`config.mk`:
```
export PLATFORM = sky130hd
export DESIGN_NAME = subservient_gpio_in
export DESIGN_NICKNAME = d
export VERILOG_FILES = /design/src/rtl/subservient_gpio_in.sv
export SDC_FILE = /design/constraint.sdc
export NUM_CORES = 1
export LEC_CHECK = 0
export BUFFER_PORTS_ARGS = -buffer_cell sky130_fd_sc_hd__buf_4
export CAP_MARGIN = 10
export CORE_ASPECT_RATIO = 1.2
export CORE_MARGIN = 1
export CORE_UTILIZATION = 30
export DETAILED_ROUTE_END_ITERATION = 8
export SETUP_SLACK_MARGIN = 0.5
export SYNTH_ARGS = -nofsm -noshare
export SYNTH_HDL_FRONTEND = slang
export SYNTH_SLANG_ARGS = --single-unit
```
`constraint.sdc`:
```
create_clock -name i_wb_clk -period 1.9 [get_ports i_wb_clk]
set_input_delay 0.19 -clock i_wb_clk [delete_from_list [all_inputs] [get_ports i_wb_clk]]
set_output_delay 0.19 -clock i_wb_clk [all_outputs]
set_load 0.01 [all_outputs]
```
`src/rtl/subservient_gpio_in.sv`:
```
// subservient_gpio_in: Wishbone GPIO input port with synchronisers, optional
// debounce, sticky write-1-to-clear rise/fall flags and a level interrupt.
// Build option: define SUBSERVIENT_GPIO_IN_DEBOUNCE_EN to add per-pin debounce
// counters; without it the synchronised level is accepted every cycle.
// Register map: 0 STATE (ro), 1 RISE (w1c), 2 FALL (w1c), 3 IEN (rw).
module subservient_gpio_in #(
    parameter int WIDTH           = 5,
    parameter int DEBOUNCE_CYCLES = 8
) (
    input  logic             i_wb_clk,
    input  logic             i_wb_rst_n,
    input  logic [1:0]       i_wb_adr,
    input  logic [WIDTH-1:0] i_wb_dat,
    input  logic             i_wb_we,
    input  logic             i_wb_stb,
    output logic [WIDTH-1:0] o_wb_rdt,
    output logic             o_wb_ack,
    input  logic [WIDTH-1:0] i_gpio,
    output logic             o_irq
);

    if (DEBOUNCE_CYCLES < 1 || DEBOUNCE_CYCLES > 256) begin : g_bad_debounce
        $error("DEBOUNCE_CYCLES must be in 1..256");
    end

    logic [WIDTH-1:0] s1_q, s1_d;
    logic [WIDTH-1:0] s2_q, s2_d;
    logic [WIDTH-1:0] stable_q, stable_d;
    logic [WIDTH-1:0] stable_dly_q, stable_dly_d;
    logic [WIDTH-1:0] rise_q, rise_d;
    logic [WIDTH-1:0] fall_q, fall_d;
    logic [WIDTH-1:0] ien_q, ien_d;
    logic [WIDTH-1:0] rdt_q, rdt_d;
    logic             ack_q, ack_d;
    logic             irq_q, irq_d;

    logic             wr_req;
    logic [WIDTH-1:0] clr_rise;
    logic [WIDTH-1:0] clr_fall;

    // Two-flop synchroniser and one-cycle delayed copy of the accepted level
    always_comb begin
        s1_d         = i_gpio;
        s2_d         = s1_q;
        stable_dly_d = stable_q;
    end

`ifdef SUBSERVIENT_GPIO_IN_DEBOUNCE_EN
    // Counter width is at least one bit so DEBOUNCE_CYCLES=1 still elaborates
    localparam int CNT_W = (DEBOUNCE_CYCLES > 1) ? $clog2(DEBOUNCE_CYCLES) : 1;
    localparam logic [CNT_W-1:0] CNT_LAST = CNT_W'(DEBOUNCE_CYCLES - 1);

    logic [WIDTH-1:0][CNT_W-1:0] cnt_q, cnt_d;

    // Debounce: a differing level must persist DEBOUNCE_CYCLES cycles to be accepted
    always_comb begin
        cnt_d    = cnt_q;
        stable_d = stable_q;
        for (int i = 0; i < WIDTH; i++) begin
            if (s2_q[i] == stable_q[i]) begin
                cnt_d[i] = '0;
            end else if (cnt_q[i] == CNT_LAST) begin
                stable_d[i] = s2_q[i];
                cnt_d[i]    = '0;
            end else begin
                cnt_d[i] = cnt_q[i] + CNT_W'(1);
            end
        end
    end

    // Debounce counter registers
    always_ff @(posedge i_wb_clk or negedge i_wb_rst_n) begin
        if (!i_wb_rst_n) begin
            cnt_q <= '0;
        end else begin
            cnt_q <= cnt_d;
        end
    end
`else
    // Without debounce the synchronised level is taken directly
    always_comb begin
        stable_d = s2_q;
    end
`endif

    // Bus decode, sticky edge flags (set wins over clear), read mux and interrupt
    always_comb begin
        wr_req   = i_wb_stb & i_wb_we & ~ack_q;
        clr_rise = (wr_req && i_wb_adr == 2'd1) ? i_wb_dat : '0;
        clr_fall = (wr_req && i_wb_adr == 2'd2) ? i_wb_dat : '0;

        rise_d = (rise_q & ~clr_rise) | (stable_q & ~stable_dly_q);
        fall_d = (fall_q & ~clr_fall) | (~stable_q & stable_dly_q);
        ien_d  = (wr_req && i_wb_adr == 2'd3) ? i_wb_dat : ien_q;

        rdt_d = '0;
        case (i_wb_adr)
            2'd0:    rdt_d = stable_q;
            2'd1:    rdt_d = rise_q;
            2'd2:    rdt_d = fall_q;
            default: rdt_d = ien_q;
        endcase

        ack_d = i_wb_stb & ~ack_q;
        irq_d = |((rise_q | fall_q) & ien_q);
    end

    // State registers
    always_ff @(posedge i_wb_clk or negedge i_wb_rst_n) begin
        if (!i_wb_rst_n) begin
            s1_q         <= '0;
            s2_q         <= '0;
            stable_q     <= '0;
            stable_dly_q <= '0;
            rise_q       <= '0;
            fall_q       <= '0;
            ien_q        <= '0;
            rdt_q        <= '0;
            ack_q        <= 1'b0;
            irq_q        <= 1'b0;
        end else begin
            s1_q         <= s1_d;
            s2_q         <= s2_d;
            stable_q     <= stable_d;
            stable_dly_q <= stable_dly_d;
            rise_q       <= rise_d;
            fall_q       <= fall_d;
            ien_q        <= ien_d;
            rdt_q        <= rdt_d;
            ack_q        <= ack_d;
            irq_q        <= irq_d;
        end
    end

    assign o_wb_rdt = rdt_q;
    assign o_wb_ack = ack_q;
    assign o_irq    = irq_q;

endmodule

```
### Word-level counts from Yosys, hierarchy flattened

Cells that the tools add are included.

| storage, ports and cells | value |
|---|---|
| bits in registers | 42 |
| bits of input ports | 16 |
| word-level logic and storage cells | 37 |
| output and inout bits | 7 |

| cells by class | value |
|---|---|
| bitwise operators | 16 |
| reduce and logical (&&, ||, !) cells | 5 |
| eq/ne operators | 3 |
| mux-type cells | 3 |

Operators with widths:

| kind | number |
|---|---|
| 5-bit AND | 5 |
| 5-bit NOT | 4 |
| 5-bit bitwise OR | 3 |
| 5-bit case mux with 3 select lines | 1 |
| 5-bit 2-to-1 mux | 2 |
| 5-bit OR reduction | 1 |
| 2-bit == test (second input constant) | 2 |
| 1-bit AND | 3 |
| 1-bit logical AND | 3 |
| 2-bit by 1-bit == test with 1-bit output (second input constant) | 1 |
| 2-bit logical NOT | 1 |
| 1-bit NOT | 1 |

### Longest topological paths before layout

Gate-level depths: netlist of the first run.

| logic depth | value |
|---|---|
| word-level depth | 7 |
| gate-level depth with buffers | 4 |
| depth with buffers taken out | 3 |

### Worst setup path before layout of the first run

No wires, ideal clock.

| timing | value |
|---|---|
| kind | register to register |
| start | register ack_q (netlist: o_wb_ack) |
| end | register ien_q[0] |
| setup time | 0.125 ns |
| path buffers | 1 |
| data required time | 1.775 ns |
| period minus slack after synthesis | 1.288 ns |
| stages on the path, launching flop included | 5 |
| slack | 0.612 ns |
| data arrival time | 1.163 ns |
| cells stage by stage | dfrtp_1 and3b_1 buf_6 nand3_4 mux2_4 |

| on the way | value |
|---|---|
| longest elaborated chain between the ends | 3 |

RTL lines:

| item | RTL line | source |
|---|---|---|
| start: declaration | 34 | `logic ack_q, ack_d;` |
| start signal: assignment | 130 | `ack_q <= ack_d;` |
| 1-bit NOT | 88 | `wr_req = i_wb_stb & i_wb_we & ~ack_q;` |
| 1-bit AND | 88 |  |
| 1-bit logical AND | 94 | `ien_d = (wr_req && i_wb_adr == 2'd3) ? i_wb_dat : ien_q;` |
| end signal: assignment | 128 | `ien_q <= ien_d;` |
| end: declaration | 32 | `logic [WIDTH-1:0] ien_q, ien_d;` |

No other way between the ends.
A chain may end at the register's enable or synchronous reset.

### Worst setup path after layout of the first run

| timing | value |
|---|---|
| start | register ack_q (netlist: o_wb_ack) |
| end | register ien_q[2] |

The elaborated chain is that of the path after synthesis.

==> impl_metrics.ini, run 1 <==
[sta]
fmax_ghz = 0.7462
period_share = 0.7054
fin_skew_ns = 0.005678
period_needed_ns = 1.340
setup_violations = 0
finalHoldViolations = 0
max_slew.worst_pin.slew_ns = 0.5167
final_max_slew_viol_count = 0
grt_setup_unrepaired = false
timing.slew.headroom = 0.6555
setup-tns-final_ns = 0

[worst_setup_path]
crit_arrival_ns = 1.52
critPathKind = reg -> reg
endpoint_kind = flip-flop
crit_path_start_kind = flip-flop
crit_required_ns = 2.08
path_max_fanout = 6

[global_routing]
grt_overflow = 0
grt_antenna_before_repair = 0
grt_start_max_net_pins = 43
grt_pass1_wl_mm = 4.347
track_usage = 0.1153
grt_pass1_vias = 899

[place]
gp_congestion = 0.7623
dp_cells = 176
io_buffers = 22
hpwl_mm = 1.804

[synth]
synth_cell_type_count = 17
synth.avg_cell_area_um2 = 15.63
yosysWarnings = 0
syn_area_mm2 = 0.001516
synth_top_area_frac = 0.6931
ys_seq_elements = 42
yosysTopAreaCell = dfrtp_1
syn_inst = 97
synth.area.top_cells = dfrtp_1 (69%), mux4_2 (7.4%), mux2_4 (5.0%)
yosysSeqAreaShare = 0.6931
synth_nets = 113

[drt]
drc = 0
drt_pass1_iterations = 4
via_count = 881
final_antenna_net_count = 0
drt_iter0_drc = 32
wl_per_cell_um = 14.05
vias_per_cell = 4.637
wl_mm = 2.670

[clocking]
root_buffer = clkbuf_8
clock-sinks = 42
clk_pin_slew_ns = 0.07
post_cts_buffers = 0
cts-resized-gates = 0
clk_path_buf_depth = 2
cts_inserted_buffers = 5
cts_hold_buf = 6
cts_tree = yes
cts-htree-levels = 2
clkLatencyLatePin_ns = 0.29

[die]
rows = 28
die-area_mm2 = 0.005344
die_w_um = 66.90
fp.coreArea_mm2 = 0.004905
start_util = 0.3092
dieHeight_um = 79.88
ios = 23

[power_and_ir_drop]
peakVddDrop_uv = 581.2
leakagePower_uw = 0.0008248
p_per_area_mw_per_mm2 = 962.6

[finish]
multiInputGateArea_um2 = 422.9
nets = 145
seqCellArea_mm2 = 0.001051
nFillCells = 473
drive_gt1_frac = 0.3077
n_antenna_cell = 0
final_common_cell = dfrtp_1
final_cell_mix = dfrtp_1 (42), buf_4 (22), o21ai_0 (15)
syn_to_final_growth_pct = 24.26
final_cells = 190

[outcome]
status = completed

[hold_path]
min_path_type = in -> reg

[job]
maxCapViolations = 0
## metrics by stage
step | utilization | instance area [um2] | power (uW) | hold slack (ns) | setup slack [ns]
CTS | 0.3842 | 1884 | 1850 | 0.1207 | 0.5506
detailed placement | 0.3533 | 1733 | 1244 | 0.2061 | 0.5524
global route | 0.3842 | 1884 | 1903 | 0.1287 | 0.5073
global placement | 0.3533 | 1733 | 1237 | 0.1903 | 0.5890
floorplan | - | 1516 | 1139 | -0.1056 | 0.6120
finish | 0.3842 | 1884 | 1814 | 0.1330 | 0.5598
## worst paths after layout
path | endpoint | startpoint | slack [ns] | cells after the start
hold / removal | o_wb_ack | i_wb_stb | 0.13 | 2
hold reg to reg | s2_q[4] | s1_q[4] | 0.35 | 0
setup / recovery | ien_q[2] | o_wb_ack | 0.56 | 3
min in group asynchronous | s1_q[1] | i_wb_rst_n | 0.41 | 2
max in group asynchronous | stable_dly_d[2] | i_wb_rst_n | 1.13 | 2
setup reg to reg | ien_q[2] | o_wb_ack | 0.56 | 3
## state kept, by name (all words and copies together) (netlist names)
signal,cells
s2_q,5
o_irq,1
stable_dly_d,5
ien_q,5
o_wb_ack,1
stable_dly_q,5
fall_q,5
rise_q,5
s1_q,5
o_wb_rdt,5
## per-layer routing
layer	GRT usage	vias up	part of all wire
li1	-	408	-
met1	0.1395	441	0.45
met2	0.1778	26	0.47
met3	0.03857	6	0.049
met4	0.06383	0	0.026
met5	0	-	0
## Yosys cell counts (all sizes together)
cell type and number:
and3b 1, nand3 7, nand4b 1, mux4 5, nor2b 1, mux2 5
inv 5, and3 1, buf 3, dfrtp 42, nand2b 5, and2b 1
o21ai 15, a22o 5
## final cells by class
type | count | area share
flip-flops and latches | 42 | 0.5578
multi-input cells | 47 | 0.2244
repair buffers | 28 | 0.1195
clock buffers | 7 | 0.04582
well taps | 60 | 0.03984
inverters | 5 | 0.009960
clock inverters | 1 | 0.002656
## power by group
group          switching, uW  internal (uW)
logic                   86.6            129
registers               45.4            971
clock network            289            293
## worst max-delay path, stage by stage, from the launching register on
cell     delay [ns]
dfrtp_1        0.40
and3b_1        0.36
nand3_4        0.15
mux2_4         0.31
## cells by family after synthesis
group / synth area share
compound gates: 0.07838
buf+inv: 0.02805
flops: 0.6931
mux: 0.1238
simple gates: 0.07674
Note: power is estimated with default switching activity, not from simulation.
==> inputs of run 2 (changes only) <==
--- a/config.mk
+++ b/config.mk
@@ -5,6 +5,7 @@
 export SDC_FILE = /design/constraint.sdc
 export NUM_CORES = 1
 export LEC_CHECK = 0
+export ABC_AREA = 1
 export BUFFER_PORTS_ARGS = -buffer_cell sky130_fd_sc_hd__buf_4
 export CAP_MARGIN = 10
 export CORE_ASPECT_RATIO = 1.2
==> constraint.sdc (replaced) <==
create_clock -name i_wb_clk -period 1.3 [get_ports i_wb_clk]
set_input_delay 0.13 -clock i_wb_clk [delete_from_list [all_inputs] [get_ports i_wb_clk]]
set_output_delay 0.13 -clock i_wb_clk [all_outputs]
set_load 0.01 [all_outputs]
==> impl_metrics.ini, run 2 <==
[die]
die_w_um = 67.60
fp.coreArea_mm2 = 0.004940
start_util = 0.3136
die-area_mm2 = 0.005456
dieHeight_um = 80.72
ios = 23
rows = 28

[power_and_ir_drop]
combinationalPowerShare = 0.130
peakVddDrop_uv = 488.0
seqPwrFrac = 0.553
p_clk_frac = 0.317
p_int_uw = 2020
p_switching_uw = 655.2
swShare = 0.2449
p_per_area_mw_per_mm2 = 1312
leakagePower_uw = 0.0009711

[sta]
fin_skew_ns = 0.002999
timing.slew.headroom = 0.7466
grt_setup_unrepaired = true
setup-tns-final_ns = 0
fmax_ghz = 0.9860
finalHoldViolations = 0
max_slew.worst_pin.slew_ns = 0.3801
period_share = 0.7801
final_max_slew_viol_count = 0
period_needed_ns = 1.014
setup_violations = 0

[synth]
synth_cell_type_count = 13
ys_async_sr_fraction = 1.000
syn_area_mm2 = 0.001549
yosysSeqAreaShare = 0.6785
synth.area.top_cells = dfrtp_1 (68%), nand2_1 (15%), nand3_1 (4.8%)
synth_edf_count = 0
synth_top_family_by_area = simple AND/OR/NAND/NOR gates
synthAdderAreaFrac = 0
synthMuxAreaShare = 0
synth_nets = 166
yosysTopAreaCell = dfrtp_1
synth-main-ff-cell = dfrtp_1
yosys-top-cells-count = nand2_1 (60), dfrtp_1 (42), nand3_1 (15), inv_1 (7)
synth.avg_cell_area_um2 = 10.33
synthXorXnorAreaFrac = 0
synth-simple-area-share = 0.2674
syn_inst = 150
ys_seq_elements = 42
synth_compound_area_frac = 0.01777
yosys.cell_count.top_type = nand2_1
yosysWarnings = 0
synth_top_area_frac = 0.6785

[finish]
final_common_cell = nand2_1
drive_gt1_frac = 0.2670
final_cell_mix = nand2_1 (60), dfrtp_1 (42), buf_4 (17)
syn_to_final_growth_pct = 31.66
final_area_mm2 = 0.002039
n_antenna_cell = 0
nets = 206

[global_routing]
grt_overflow = 0
grt_pass1_wl_mm = 4.843
grt_use_met3 = 0.04545
top_usage_layer = met2
grtUsageMet2 = 0.2010
grt_start_max_net_pins = 43
grt_pass1_vias = 1110
track_usage = 0.1242
gr-usage-met1 = 0.1431
grt_antenna_before_repair = 0

[drt]
wl_mm = 2.816
vias_per_cell = 4.462
drc = 0
final_antenna_net_count = 0
drt_iter0_drc = 71
drt_pass1_iterations = 4
via_count = 1120
wl_per_cell_um = 11.22

[place]
hpwl_mm = 1.814
gp_congestion = 0.7841
io_buffers = 22
placed_cell_area_mm2 = 0.001797

[job]
maxCapViolations = 0

[worst_setup_path]
critPathKind = reg -> reg
crit_path_start_kind = flip-flop
crit_required_ns = 1.49
path_max_fanout = 4
r2r_slack_ns = 0.29
reg2reg_to = fall_q[2]
reg2reg_depth = 5
worstReg2RegStart = o_wb_ack
critPathCapture = fall_q[2]
endpoint_kind = flip-flop
startpoint = o_wb_ack
crit_arrival_ns = 1.20

[clocking]
clk_pin_slew_ns = 0.08
clk_path_buf_depth = 2
root_buffer = clkbuf_8
cts-htree-levels = 2
clock-sinks = 42
cts_inserted_buffers = 5
cts_tree = yes
clkLatencyLatePin_ns = 0.29

[hold_path]
min_path_type = in -> reg

[outcome]
status = completed
==> run 2: routing by layer <==
layer  up-vias  part of all wire
met5         -                 0
met4         0             0.023
met1       537              0.43
li1        550                 -
met3         7             0.052
met2        26              0.49
==> run 2: kinds of logic (layout without fill, tap and decap cells) <==
kind of cell	Yosys count	after routing
simple gates	92	92
flops	42	42
compound gates	5	5
buf+inv	11	52
==> run 2: layout make-up <==
cell class / count / area (um2)
inverter: 9 / 33.78
multi-input combinational: 97 / 465.4
tap: 60 / 75.07
timing repair buffer: 35 / 322.8
clock inverter: 1 / 5.005
sequential: 42 / 1051
fill: 492 / 2900
clock buffer: 7 / 86.33
==> run 2: how the worst min path moves through the flow <==
stage                           from   endpoint  slack (ns)  cells past startpoint
after floorplan           i_wb_rst_n  fall_q[0]       -0.17                      0
after global placement    i_wb_rst_n    s1_q[0]        0.15                      1
after detailed placement  i_wb_rst_n    s1_q[0]        0.15                      1
after CTS                   i_wb_stb   o_wb_ack        0.05                      3
after global routing        i_wb_stb   o_wb_ack        0.06                      3
final                       i_wb_stb   o_wb_ack        0.07                      3
==> run 2: power groups by stage <==
stage / Sequential [uW] / Clock [uW] / Combinational, uW
floorplan: 1500 / 0 / 141
global placement: 1500 / 0 / 300
detailed placement: 1500 / 0 / 304
CTS: 1480 / 892 / 342
global route: 1500 / 950 / 398
finish: 1480 / 849 / 347
==> run 2: worst max-delay path, cell delays in order (launching register included) <==
cell and delay (ns):
dfrtp_1 0.43, nor2_4 0.15, buf_4 0.15, nand3_1 0.07, nand2_1 0.07, nand2_1 0.04
==> run 2: metrics by stage <==
stage          hold slack [ns]  utilization  setup slack (ns)  std cells  power (uW)
6_report               0.06713       0.4129            0.2858        251        2675
5_1_grt                0.06143       0.4129            0.2093        251        2844
4_1_cts                0.04698       0.4068            0.2905        249        2712
3_5_place_dp            0.1524       0.3637            0.3135        234        1801
3_3_place_gp            0.1530       0.3637            0.3386        234        1796
2_1_floorplan          -0.1656            -            0.3104        150        1641
==> run 2: timing repair <==
item | in CTS | in global routing
pin swaps | 5 | 5
cloned | 0 | 1
endpoints found under the hold margin | 47 | 0
resized for setup | 13 | 6
hold buffers | 6 | 0
setup endpoints to repair | 23 | 66
buffers inserted | 1 | 1
